**src/rtl/gf180mcu_fd_sc_mcu7t5v0__nand4_bist_pkg.sv**
```systemverilog
// Shared types and constants for the NAND4 BIST sequencer.
// Optional comparator self-check: GF180MCU_FD_SC_MCU7T5V0__NAND4_BIST_FAULT_INJ_EN.
package gf180mcu_fd_sc_mcu7t5v0__nand4_bist_pkg;

  typedef enum logic [1:0] {
    IDLE   = 2'd0,
    SETTLE = 2'd1,
    CHECK  = 2'd2,
    DONE   = 2'd3
  } state_t;

  localparam int NUM_VEC    = 16;
  localparam int VEC_W      = 4;
  localparam int ERR_W      = 5;
  localparam int SETTLE_MAX = 255;
  localparam int CNT_W      = $clog2(SETTLE_MAX + 1);

endpackage

```
**src/rtl/gf180mcu_fd_sc_mcu7t5v0__nand4_bist_if.sv**
```systemverilog
// Signal bundle between the BIST sequencer (slave) and its environment (master).
// Injection ports exist only with GF180MCU_FD_SC_MCU7T5V0__NAND4_BIST_FAULT_INJ_EN.
interface gf180mcu_fd_sc_mcu7t5v0__nand4_bist_if;
  import gf180mcu_fd_sc_mcu7t5v0__nand4_bist_pkg::*;

  // START is a level request with no ready: it is taken on any rising edge
  // where the sequencer sits in IDLE or DONE and is ignored otherwise.
  logic             START;
  logic             ZN_OBS;
  logic             A1, A2, A3, A4;
  logic             BUSY;
  logic             DONE;
  logic             PASS;
  logic [ERR_W-1:0] ERR_CNT;
  logic [VEC_W-1:0] FAIL_VEC;
  state_t           state_dbg;
`ifdef GF180MCU_FD_SC_MCU7T5V0__NAND4_BIST_FAULT_INJ_EN
  logic             INJ_EN;
  logic [VEC_W-1:0] INJ_VEC;

  modport master (output START, ZN_OBS, INJ_EN, INJ_VEC,
                  input  A1, A2, A3, A4, BUSY, DONE, PASS, ERR_CNT, FAIL_VEC, state_dbg);
  modport slave  (input  START, ZN_OBS, INJ_EN, INJ_VEC,
                  output A1, A2, A3, A4, BUSY, DONE, PASS, ERR_CNT, FAIL_VEC, state_dbg);
`else
  modport master (output START, ZN_OBS,
                  input  A1, A2, A3, A4, BUSY, DONE, PASS, ERR_CNT, FAIL_VEC, state_dbg);
  modport slave  (input  START, ZN_OBS,
                  output A1, A2, A3, A4, BUSY, DONE, PASS, ERR_CNT, FAIL_VEC, state_dbg);
`endif

endinterface

```
**src/rtl/gf180mcu_fd_sc_mcu7t5v0__nand4_bist_golden.sv**
```systemverilog
// Combinational expected-ZN model of an ideal NAND4 for the vector on the A pins.
// With GF180MCU_FD_SC_MCU7T5V0__NAND4_BIST_FAULT_INJ_EN one chosen vector's expectation is inverted.
module gf180mcu_fd_sc_mcu7t5v0__nand4_bist_golden
  import gf180mcu_fd_sc_mcu7t5v0__nand4_bist_pkg::*;
(
  input  logic [VEC_W-1:0] vec,
  output logic             zn_exp
`ifdef GF180MCU_FD_SC_MCU7T5V0__NAND4_BIST_FAULT_INJ_EN
  ,
  input  logic             inj_en,
  input  logic [VEC_W-1:0] inj_vec
`endif
);

`ifdef GF180MCU_FD_SC_MCU7T5V0__NAND4_BIST_FAULT_INJ_EN
  assign zn_exp = (~&vec) ^ (inj_en && (vec == inj_vec));
`else
  assign zn_exp = ~&vec;
`endif

endmodule

```
**src/rtl/gf180mcu_fd_sc_mcu7t5v0__nand4_bist.sv**
```systemverilog
// BIST sequencer: walks all 16 NAND4 input vectors, compares ZN against the golden model.
// Optional comparator self-check: GF180MCU_FD_SC_MCU7T5V0__NAND4_BIST_FAULT_INJ_EN.
module gf180mcu_fd_sc_mcu7t5v0__nand4_bist
  import gf180mcu_fd_sc_mcu7t5v0__nand4_bist_pkg::*;
#(
  parameter int unsigned SETTLE_CYC = 2
) (
  input logic CLK,
  input logic RST,
  gf180mcu_fd_sc_mcu7t5v0__nand4_bist_if.slave bus
);

  localparam logic [CNT_W-1:0] SETTLE_LD = CNT_W'(SETTLE_CYC);
  localparam logic [VEC_W-1:0] LAST_VEC  = VEC_W'(NUM_VEC - 1);
  localparam logic [ERR_W-1:0] ERR_SAT   = ERR_W'(NUM_VEC);

  state_t           state, state_nxt;
  logic [VEC_W-1:0] vec;
  logic [VEC_W-1:0] a_q;
  logic [CNT_W-1:0] cnt;
  logic [ERR_W-1:0] err_cnt;
  logic [VEC_W-1:0] fail_vec;
  logic             pass;
  logic             zn_exp;
  logic             mismatch;
  logic             start_ok;

`ifdef GF180MCU_FD_SC_MCU7T5V0__NAND4_BIST_FAULT_INJ_EN
  logic             inj_en_q;
  logic [VEC_W-1:0] inj_vec_q;

  gf180mcu_fd_sc_mcu7t5v0__nand4_bist_golden u_golden (
    .vec     (a_q),
    .zn_exp  (zn_exp),
    .inj_en  (inj_en_q),
    .inj_vec (inj_vec_q)
  );
`else
  gf180mcu_fd_sc_mcu7t5v0__nand4_bist_golden u_golden (
    .vec    (a_q),
    .zn_exp (zn_exp)
  );
`endif

  assign mismatch = (bus.ZN_OBS != zn_exp);
  assign start_ok = bus.START && ((state == IDLE) || (state == DONE));

  always_ff @(posedge CLK) begin
    if (RST) state <= IDLE;
    else     state <= state_nxt;
  end

  always_comb begin
    state_nxt = state;
    case (state)
      IDLE, DONE: if (bus.START) state_nxt = SETTLE;
      SETTLE:     if (cnt == CNT_W'(1)) state_nxt = CHECK;
      CHECK:      state_nxt = (vec == LAST_VEC) ? DONE : SETTLE;
      default:    state_nxt = IDLE;
    endcase
  end

  always_ff @(posedge CLK) begin
    if (RST) begin
      vec      <= '0;
      a_q      <= '0;
      cnt      <= '0;
      err_cnt  <= '0;
      fail_vec <= '0;
      pass     <= 1'b0;
`ifdef GF180MCU_FD_SC_MCU7T5V0__NAND4_BIST_FAULT_INJ_EN
      inj_en_q  <= 1'b0;
      inj_vec_q <= '0;
`endif
    end else if (start_ok) begin
      vec      <= '0;
      a_q      <= '0;
      cnt      <= SETTLE_LD;
      err_cnt  <= '0;
      fail_vec <= '0;
      pass     <= 1'b0;
`ifdef GF180MCU_FD_SC_MCU7T5V0__NAND4_BIST_FAULT_INJ_EN
      inj_en_q  <= bus.INJ_EN;
      inj_vec_q <= bus.INJ_VEC;
`endif
    end else if (state == SETTLE) begin
      cnt <= cnt - CNT_W'(1);
    end else if (state == CHECK) begin
      if (mismatch) begin
        if (err_cnt < ERR_SAT) err_cnt <= err_cnt + ERR_W'(1);
        if (err_cnt == '0)     fail_vec <= vec;
      end
      // PASS looks at this vector's compare too, not just the registered count.
      if (vec == LAST_VEC) begin
        a_q  <= '0;
        pass <= (err_cnt == '0) && !mismatch;
      end else begin
        vec <= vec + VEC_W'(1);
        a_q <= vec + VEC_W'(1);
        cnt <= SETTLE_LD;
      end
    end
  end

  assign bus.A1        = a_q[0];
  assign bus.A2        = a_q[1];
  assign bus.A3        = a_q[2];
  assign bus.A4        = a_q[3];
  assign bus.BUSY      = (state == SETTLE) || (state == CHECK);
  assign bus.DONE      = (state == DONE);
  assign bus.PASS      = pass;
  assign bus.ERR_CNT   = err_cnt;
  assign bus.FAIL_VEC  = fail_vec;
  assign bus.state_dbg = state;

endmodule

```
**src/flat_wrapper.sv**
```systemverilog
// flat-port wrapper written by rule: the top's interface ports become plain ports
module gf180mcu_fd_sc_mcu7t5v0__nand4_bist_flat import gf180mcu_fd_sc_mcu7t5v0__nand4_bist_pkg::*;
#(
  parameter int unsigned SETTLE_CYC = 2
)
  (CLK, RST, bus_START, bus_ZN_OBS, bus_A1, bus_A2, bus_A3, bus_A4, bus_BUSY, bus_DONE, bus_PASS, bus_ERR_CNT, bus_FAIL_VEC, bus_state_dbg);
  gf180mcu_fd_sc_mcu7t5v0__nand4_bist_if bus_i ();
  input logic CLK;
  input logic RST;
  input wire logic [$bits(bus_i.START)-1:0] bus_START;
  input wire logic [$bits(bus_i.ZN_OBS)-1:0] bus_ZN_OBS;
  output wire logic [$bits(bus_i.A1)-1:0] bus_A1;
  output wire logic [$bits(bus_i.A2)-1:0] bus_A2;
  output wire logic [$bits(bus_i.A3)-1:0] bus_A3;
  output wire logic [$bits(bus_i.A4)-1:0] bus_A4;
  output wire logic [$bits(bus_i.BUSY)-1:0] bus_BUSY;
  output wire logic [$bits(bus_i.DONE)-1:0] bus_DONE;
  output wire logic [$bits(bus_i.PASS)-1:0] bus_PASS;
  output wire logic [$bits(bus_i.ERR_CNT)-1:0] bus_ERR_CNT;
  output wire logic [$bits(bus_i.FAIL_VEC)-1:0] bus_FAIL_VEC;
  output wire logic [$bits(bus_i.state_dbg)-1:0] bus_state_dbg;
  assign bus_i.START = bus_START;
  assign bus_i.ZN_OBS = bus_ZN_OBS;
  assign bus_A1 = bus_i.A1;
  assign bus_A2 = bus_i.A2;
  assign bus_A3 = bus_i.A3;
  assign bus_A4 = bus_i.A4;
  assign bus_BUSY = bus_i.BUSY;
  assign bus_DONE = bus_i.DONE;
  assign bus_PASS = bus_i.PASS;
  assign bus_ERR_CNT = bus_i.ERR_CNT;
  assign bus_FAIL_VEC = bus_i.FAIL_VEC;
  assign bus_state_dbg = bus_i.state_dbg;
  gf180mcu_fd_sc_mcu7t5v0__nand4_bist #(.SETTLE_CYC(SETTLE_CYC)) u_core (.CLK(CLK), .RST(RST), .bus(bus_i));
endmodule
```
**config.mk**
```make
export PLATFORM = sky130hd
export DESIGN_NAME = gf180mcu_fd_sc_mcu7t5v0__nand4_bist_flat
export DESIGN_NICKNAME = d
export VERILOG_FILES = /design/src/rtl/gf180mcu_fd_sc_mcu7t5v0__nand4_bist_pkg.sv /design/src/rtl/gf180mcu_fd_sc_mcu7t5v0__nand4_bist_if.sv /design/src/rtl/gf180mcu_fd_sc_mcu7t5v0__nand4_bist_golden.sv /design/src/rtl/gf180mcu_fd_sc_mcu7t5v0__nand4_bist.sv /design/src/flat_wrapper.sv
export SDC_FILE = /design/constraint.sdc
export NUM_CORES = 1
export LEC_CHECK = 0
export BUFFER_PORTS_ARGS = -buffer_cell sky130_fd_sc_hd__buf_2
export CAP_MARGIN = 20
export CORE_MARGIN = 10
export CORE_UTILIZATION = 37
export DETAILED_ROUTE_END_ITERATION = 6
export GPL_ROUTABILITY_DRIVEN = 1
export SLEW_MARGIN = 5
export SYNTH_ARGS = -nofsm -noshare
export SYNTH_HDL_FRONTEND = slang
export SYNTH_SLANG_ARGS = --single-unit
```
**constraint.sdc**
```tcl
create_clock -name CLK -period 2.08 [get_ports CLK]
set_clock_uncertainty 0.05 [all_clocks]
set_input_delay 0.208 -clock CLK [delete_from_list [all_inputs] [get_ports CLK]]
set_output_delay 0.208 -clock CLK [all_outputs]
set_load 0.005 [all_outputs]
```
==> results list, run 1 <==
- Entering global routing, the biggest net connects 17 pins.
* Static Leak: 0.6569 nW
* Number of buffers inserted during clock tree synthesis: 3
* Maximum fanout along the worst path: 9
- The later pin in the worst-skew pair is clocked with a latency of 280 ps.
* Netlist cell types: 37
* Placed Cells incl. Taps: 227
* Count of hold-fix buffers inserted at cts: 0
* Number of antenna violations at the first check in global routing: 0
- The path with the worst hold slack has its endpoint at u_core.cnt[1].
- Vias in the first global route: 1195
- 22 I/O pins were placed.
- Total power divided by cell area: 977.7 nW/um^2
- Sequential element share of the synthesized area: 0.3986
- Number of DRC violations after detailed-routing iteration 0: 31
- The worst hold path passes through 2 cells.
* Finish-stage setup viols: 0
- Area of combinational cells with multiple inputs: 778.2 um^2
- Max transition margin: 0.6660
- Ratio of cells with drive above 1 in the final layout: 0.1858
- The count of nets left with antenna violations once routing finished came out at 0.
* Final RePlAce weighted congestion: 0.8103
- The tool flagged a number of max-cap violations equal to 0.
* Final Hold Fails: 0
- All-Layer GR Usage: 0.09647
- First-pass GRT wire length: 5.154 mm
- Placement Rows: 22
- Reg-to-reg critical path endpoint: u_core.bus.ERR_CNT[3]
- Starting Density: 0.3841
- Total nets after synthesis: 174
- After the last flow step, the layout net total stands at 197.
- Run status: finished, final reports clean
* Ys Warns: 0
- Number of max-slew violations in the final report: 0
- Detailed-route via count: 1174
- Core Region: 3661 um^2
- Async set-reset flop share out of synthesis: 0
* Top_reg_cell synth: dfxtp_1
- The largest individual stage delay along the critical path comes from the cell dfxtp_1.
* Longest individual stage delay on the worst path: 390 ps
- Setup_tns: 0 ps
- Area of the mapped netlist: 1406 um^2
- At the pin with the least slew margin, the transition time is 496.4 ps.
- FMAX: 537.3 MHz
- Final Cycle Share: 0.8947
* Antenna diode count: 0
- Maximum buffer depth of the clock tree: 2
- The layout has 370 filler cells.
- In this run, synthesis inferred 0 flip-flops with an integrated enable.
- CTS built an H-tree with a depth of 1.
* Mean routed wirelength per cell: 13.06 um
- Flop2flop setup slack: 220 ps
* Total overflow reported by the global router: 0
* Avg Cell Area, Syn: 8.735 um^2
* Crit-path cells: inv_1, ha_1, nor4b_4, mux2i_2, or3_1, a21oi_1
- Crit start category: flop
- In this run the vertical extent of the chip is 81.65 um.
- Worst VDD drop: 0.4610 mV
* Die Outline Area: 6667 um^2
- Clock root buffer: clkbuf_8
- Unrepaired setup endpoints after global routing: false
- The pre-antenna-repair detailed-routing pass consisted of 4 iterations.
* Data arrival time at the worst-slack endpoint: 2030 ps
* Routed Wire Length: 3.016 mm
- CTS tree: built
- Beginning of the worst register-to-register path: u_core.bus.state_dbg[1]
* Die X-Extent: 81.65 um
* Setup Crit Path Kind: flop to flop
* Data required time of the worst path: 2250 ps
- In this run the most critical hold path is launched from RST.
* Post-CTS clock slew at the launch and capture registers of the worst setup and hold paths: 100 ps
- Once detailed placement completed, the half-perimeter wirelength came to 2.354 mm.
- Path type of the worst min-delay path: input port to flop
- Shortest clock period the worst path allows after layout: 1861 ps
- Count of unresolved DRC violations after routing: 0
- STA classifies the critical path endpoint as a flop.
- The clock net in this run drives a total of 28 sinks.
* Final standard cell utilization of the core: 0.4446
* Worst R2R Path Depth: 6
* Layout Area Growth over Synthesis: 15.75%
- During placement, the flow inserted port buffers numbering 21.
* Count of cells resized by post-cts repair: 0
* Register bit count reported by yosys: 28
* Vias per cell: 5.082
- Layout Cells excl Fill: 231
- Number of setup buffers added after CTS: 0
- Gate count after technology mapping: 161
- Total area of sequential cells: 560.5 um^2
-- area by class of cell --
class | count | share of cell area
timing repair buffer | 23 | 0.07379
clock inverter | 1 | 0.01845
sequential | 28 | 0.3444
multi-input combinational | 118 | 0.4781
inverter | 10 | 0.02306
tap | 48 | 0.03689
clock buffer | 3 | 0.02537
-- routing by layer --
metal	track usage	up-vias	share of wire
met2	0.1690	20	0.48
met1	0.1071	555	0.45
li1	-	594	-
met3	0.02402	5	0.054
met5	0	-	0
met4	0.04592	0	0.019
-- synthesized netlist by cell type, drive strengths merged (3+ instances only) --
master	number	area [um^2]
dfxtp	28	560.5
nor2	23	86.33
nand3	14	70.07
a21oi	13	65.06
inv	10	37.54
nand2	10	37.54
ha	9	112.6
xor2	9	78.83
o21ai	6	30.03
buf	4	26.27
xnor2	4	35.03
mux2i	3	33.78
-- critical path, delay by kind of cell, from the launching register on --
| family | cells | cell delay, ps |
|---|---|---|
| AND/OR/NAND/NOR | 2 | 680 |
| AO/OA/AOI/OAI | 1 | 140 |
| multiplexers | 1 | 190 |
| buffers and inverters | 1 | 90 |
| flip-flops | 1 | 390 |
| adder cells (fa/ha/maj) | 1 | 260 |
-- flip-flops by register name, summed over array words and instances, names as in the netlist --
register	flops
u_core.cnt	8
u_core.bus.ERR_CNT	5
u_core.bus.PASS	1
u_core.bus.state_dbg	2
u_core.vec	4
u_core.bus.FAIL_VEC	4
u_core.a_q	4
-- through the flow --
step | instance area (um^2) | hold slack [ps] | power, mW | setup slack [ps]
after detailed placement | 1556 | 409.7 | 1.165 | 231.8
after global placement | 1556 | 399.4 | 1.154 | 315.5
after floorplan | 1406 | 236.7 | 1.045 | 379.3
final | 1628 | 128.5 | 1.591 | 218.9
after global routing | 1628 | 139.6 | 1.695 | 74.22
after CTS | 1628 | 121.4 | 1.603 | 206.9
-- cell families (layout without fill, tap and decap cells) --
group           after synthesis  after routing  share of synthesized area
mux                           5              5                    0.04003
buf+inv                      15             37                    0.04804
flops                        28             28                     0.3986
compound gates               27             27                     0.1148
xor+xnor                     13             13                    0.08096
fa+ha+maj                     9              9                    0.08007
simple gates                 64             64                     0.2376
-- where the power goes --
| part | total [mW] | switching, mW | internal (mW) |
|---|---|---|---|
| Clock | 0.439 | 0.181 | 0.258 |
| Combinational | 0.498 | 0.289 | 0.209 |
| Sequential | 0.654 | 0.0584 | 0.596 |
-- how the worst max path moves through the flow --
stage	start	end	slack, ps	cells past startpoint
2_1_floorplan	u_core.bus.state_dbg[1]	u_core.bus.ERR_CNT[3]	380	6
3_3_place_gp	u_core.bus.state_dbg[1]	u_core.bus.ERR_CNT[3]	320	6
3_5_place_dp	u_core.bus.state_dbg[1]	u_core.bus.ERR_CNT[3]	230	6
4_1_cts	u_core.bus.state_dbg[1]	u_core.bus.ERR_CNT[3]	210	6
5_1_grt	u_core.bus.state_dbg[1]	u_core.bus.FAIL_VEC[3]	70	6
6_report	u_core.bus.state_dbg[1]	u_core.bus.ERR_CNT[3]	220	6
-- placed cells by master (no fill, tap or decap), types with 3 or more instances in the layout --
master	n
dfxtp_1	28
a21oi_1	13
inv_1	10
nand2_1	10
xnor2_1	4
nor2_1	23
o21ai_0	6
buf_2	21
ha_1	9
nand3_1	14
clkbuf_8	3
xor2_1	9
Note: power is estimated with default switching activity, not from simulation.
==> run 2: changes to the inputs <==
- CELL_PAD_IN_SITES_DETAIL_PLACEMENT: not set -> 1
- CELL_PAD_IN_SITES_GLOBAL_PLACEMENT: not set -> 1
- CORE_UTILIZATION: 37 -> 41
- PLACE_DENSITY_LB_ADDON: not set -> 0.1
==> results list, run 2 (synthesized netlist as in run 1, its figures left out) <==
* Run status: finished, final reports clean
- Final Cycle Share: 0.9289
* Largest delay contributor family on the critical path: simple AND/OR/NAND/NOR gates
- Endpoint type of the worst setup path: flop
- The worst hold path was traced through 2 stages.
- For this design the ratio of total power to cell area is 899.0 nW/um^2.
- The setup path with the least slack is of type flop to flop.
- The largest individual stage delay along the critical path comes from the cell dfxtp_1.
* Number of max-slew violations in the final report: 0
- Port bufs: 21
- Mean routed wirelength per cell: 14.61 um
* Number of buffers inserted during clock tree synthesis: 3
- Post-CTS clock slew at the launch and capture registers of the worst setup and hold paths: 150 ps
- The signal on the critical path passes through inv_1, ha_1, and4bb_2, mux2i_4, or3_1, a21oi_1.
- Measured along the y axis, the die boundary spans 78.57 um.
* Layer with the highest usage after global routing: met2
- Maximum buffer depth of the clock tree: 2
- After global routing the overflow that remains totals 0.
* Die X-Extent: 78.57 um
- In the global route stage, met3 resource usage came out at 0.03417.
* Area of combinational cells with multiple inputs: 787.0 um^2
- For this run, the top clock speed supported by timing is 517.6 MHz.
- Vias in the first global route: 1204
- Adding up every negative setup slack in the final design gives 0 ps.
* Placement Rows: 21
* Total area of sequential cells: 560.5 um^2
* Worst R2R Path Depth: 6
- Core Region: 3337 um^2
- Post-CTS timing repair inserted 0 buffers for setup.
- Ratio of cells with drive above 1 in the final layout: 0.1902
* Number of routed nets with antenna violations: 0
- At the worst endpoint, the required time is 2280 ps.
- Post-layout nets: 198
- Finish-stage setup viols: 0
- The area growth from synthesis to layout is 14.23%.
- Total clock sinks: 28
- Of all nets on the critical path, the largest fanout is 9.
* Slew at the pin closest to its max-slew limit: 457.3 ps
- Detailed-route via count: 1212
- In this run the critical register-to-register path is captured at u_core.bus.ERR_CNT[3].
* Antenna diode count: 0
- After detailed routing, the number of vias per cell comes to 5.270.
* Final RePlAce weighted congestion: 0.7869
* Unrepaired setup endpoints after global routing: false
* Starting Density: 0.4214
* Filler cell count in the final layout: 427
* Power consumption: 1.444 mW
* Die Outline Area: 6172 um^2
* Worst VDD drop: 0.4182 mV
* Routed Wire Length: 3.360 mm
* Layout Cells excl Fill: 230
- Counting both buffers and inverters, the worst setup path holds a total of 1.
- Data arrival time at the worst-slack endpoint: 2140 ps
- Beginning of the worst register-to-register path: u_core.bus.state_dbg[1]
* Final Hold Fails: 0
* Count of cells resized by post-cts repair: 0
* GR Layer Usage met1: 0.1378
* All-Layer GR Usage: 0.1166
- Maximum number of pins on one net before global-route repair: 19
- Summed over all cells, the static leakage comes to 0.6479 nW.
- Number of DRC violations after detailed-routing iteration 0: 58
* HP Start: RST
- CTS H-tree depth: 1
- Hpwl dp: 2.672 mm
- TritonRoute pass-1 iters: 4
* Commonest non-fill, non-tap cells in the layout: dfxtp_1, nor2_1, buf_2, nand3_1, a21oi_1
- The tree is rooted in a clkbuf_4.
* Most flops, register: u_core.cnt
- Count of unresolved DRC violations after routing: 0
- End point of the worst hold path: u_core.cnt[1]
- Shortest clock period the worst path allows after layout: 1932 ps
* Max FFs per register: 8
- Max-cap violations in this run came to 0.
- Longest individual stage delay on the worst path: 410 ps
* Top-Level Pins: 22
- Fraction of met2 tracks used by global routing: 0.2064
* Clock latency reported for the late side of the worst-skew pair: 320 ps
- First-pass GRT wire length: 6.009 mm
- Crit start category: flop
* Most common cell after layout, fill and taps aside: dfxtp_1
- Max transition margin: 0.6923
* CTS tree: built
* Placed Cells incl. Taps: 226
- The number of antenna violations at the first check in global routing is 0.
- The worst register-to-register path has a setup slack of 150 ps.
- Count of hold-fix buffers inserted at cts: 0
- The min-delay analysis places its worst path in the category input port to flop.
==> run 2: cell count changes in the layout (fill, tap and decap cells not counted) <==
cell / delta
buf_4: +1
mux2i_4: +1
bufinv_16: -1
clkbuf_4: +3
clkbuf_8: -2
mux2i_2: -1
==> run 2: final cells by class <==
class / count / share of cell area
inverters: 10 / 0.02336
clock buffers: 4 / 0.02259
well taps: 46 / 0.03583
repair buffers: 24 / 0.07944
flip-flops and latches: 28 / 0.3489
multi-input cells: 118 / 0.4899
==> run 2: through the flow <==
step / area, um^2 / util / hold WS (ps) / setup WS [ps]
after floorplan: 1406 / - / 236.7 / 379.3
after CTS: 1598 / 0.4788 / 49.77 / 99.24
after global routing: 1607 / 0.4814 / 70.68 / 31.90
after global placement: 1562 / 0.4679 / 403.5 / 300.2
after detailed placement: 1562 / 0.4679 / 409.5 / 152.3
final: 1607 / 0.4814 / 79.26 / 147.8
==> run 2: power by group <==
group | switching, mW | internal [mW]
Clock | 0.153 | 0.107
Combinational | 0.304 | 0.221
Sequential | 0.0629 | 0.596
Total | 0.520 | 0.924
==> run 2: worst max-delay path by stage <==
stage / depth (start not counted) / end / startpoint / slack (ps)
after floorplan: 6 / u_core.bus.ERR_CNT[3] / u_core.bus.state_dbg[1] / 380
final: 6 / u_core.bus.ERR_CNT[3] / u_core.bus.state_dbg[1] / 150
after detailed placement: 6 / u_core.bus.ERR_CNT[3] / u_core.bus.state_dbg[1] / 150
after global placement: 6 / u_core.bus.ERR_CNT[3] / u_core.bus.state_dbg[1] / 300
after global routing: 6 / u_core.bus.ERR_CNT[3] / u_core.bus.state_dbg[1] / 30
after CTS: 6 / u_core.bus.ERR_CNT[3] / u_core.bus.state_dbg[1] / 100
==> run 2: layer usage <==
metal	vias up	wire, um
met5	-	0
met4	0	18
met1	596	1509
met3	2	114
li1	600	-
met2	14	1717
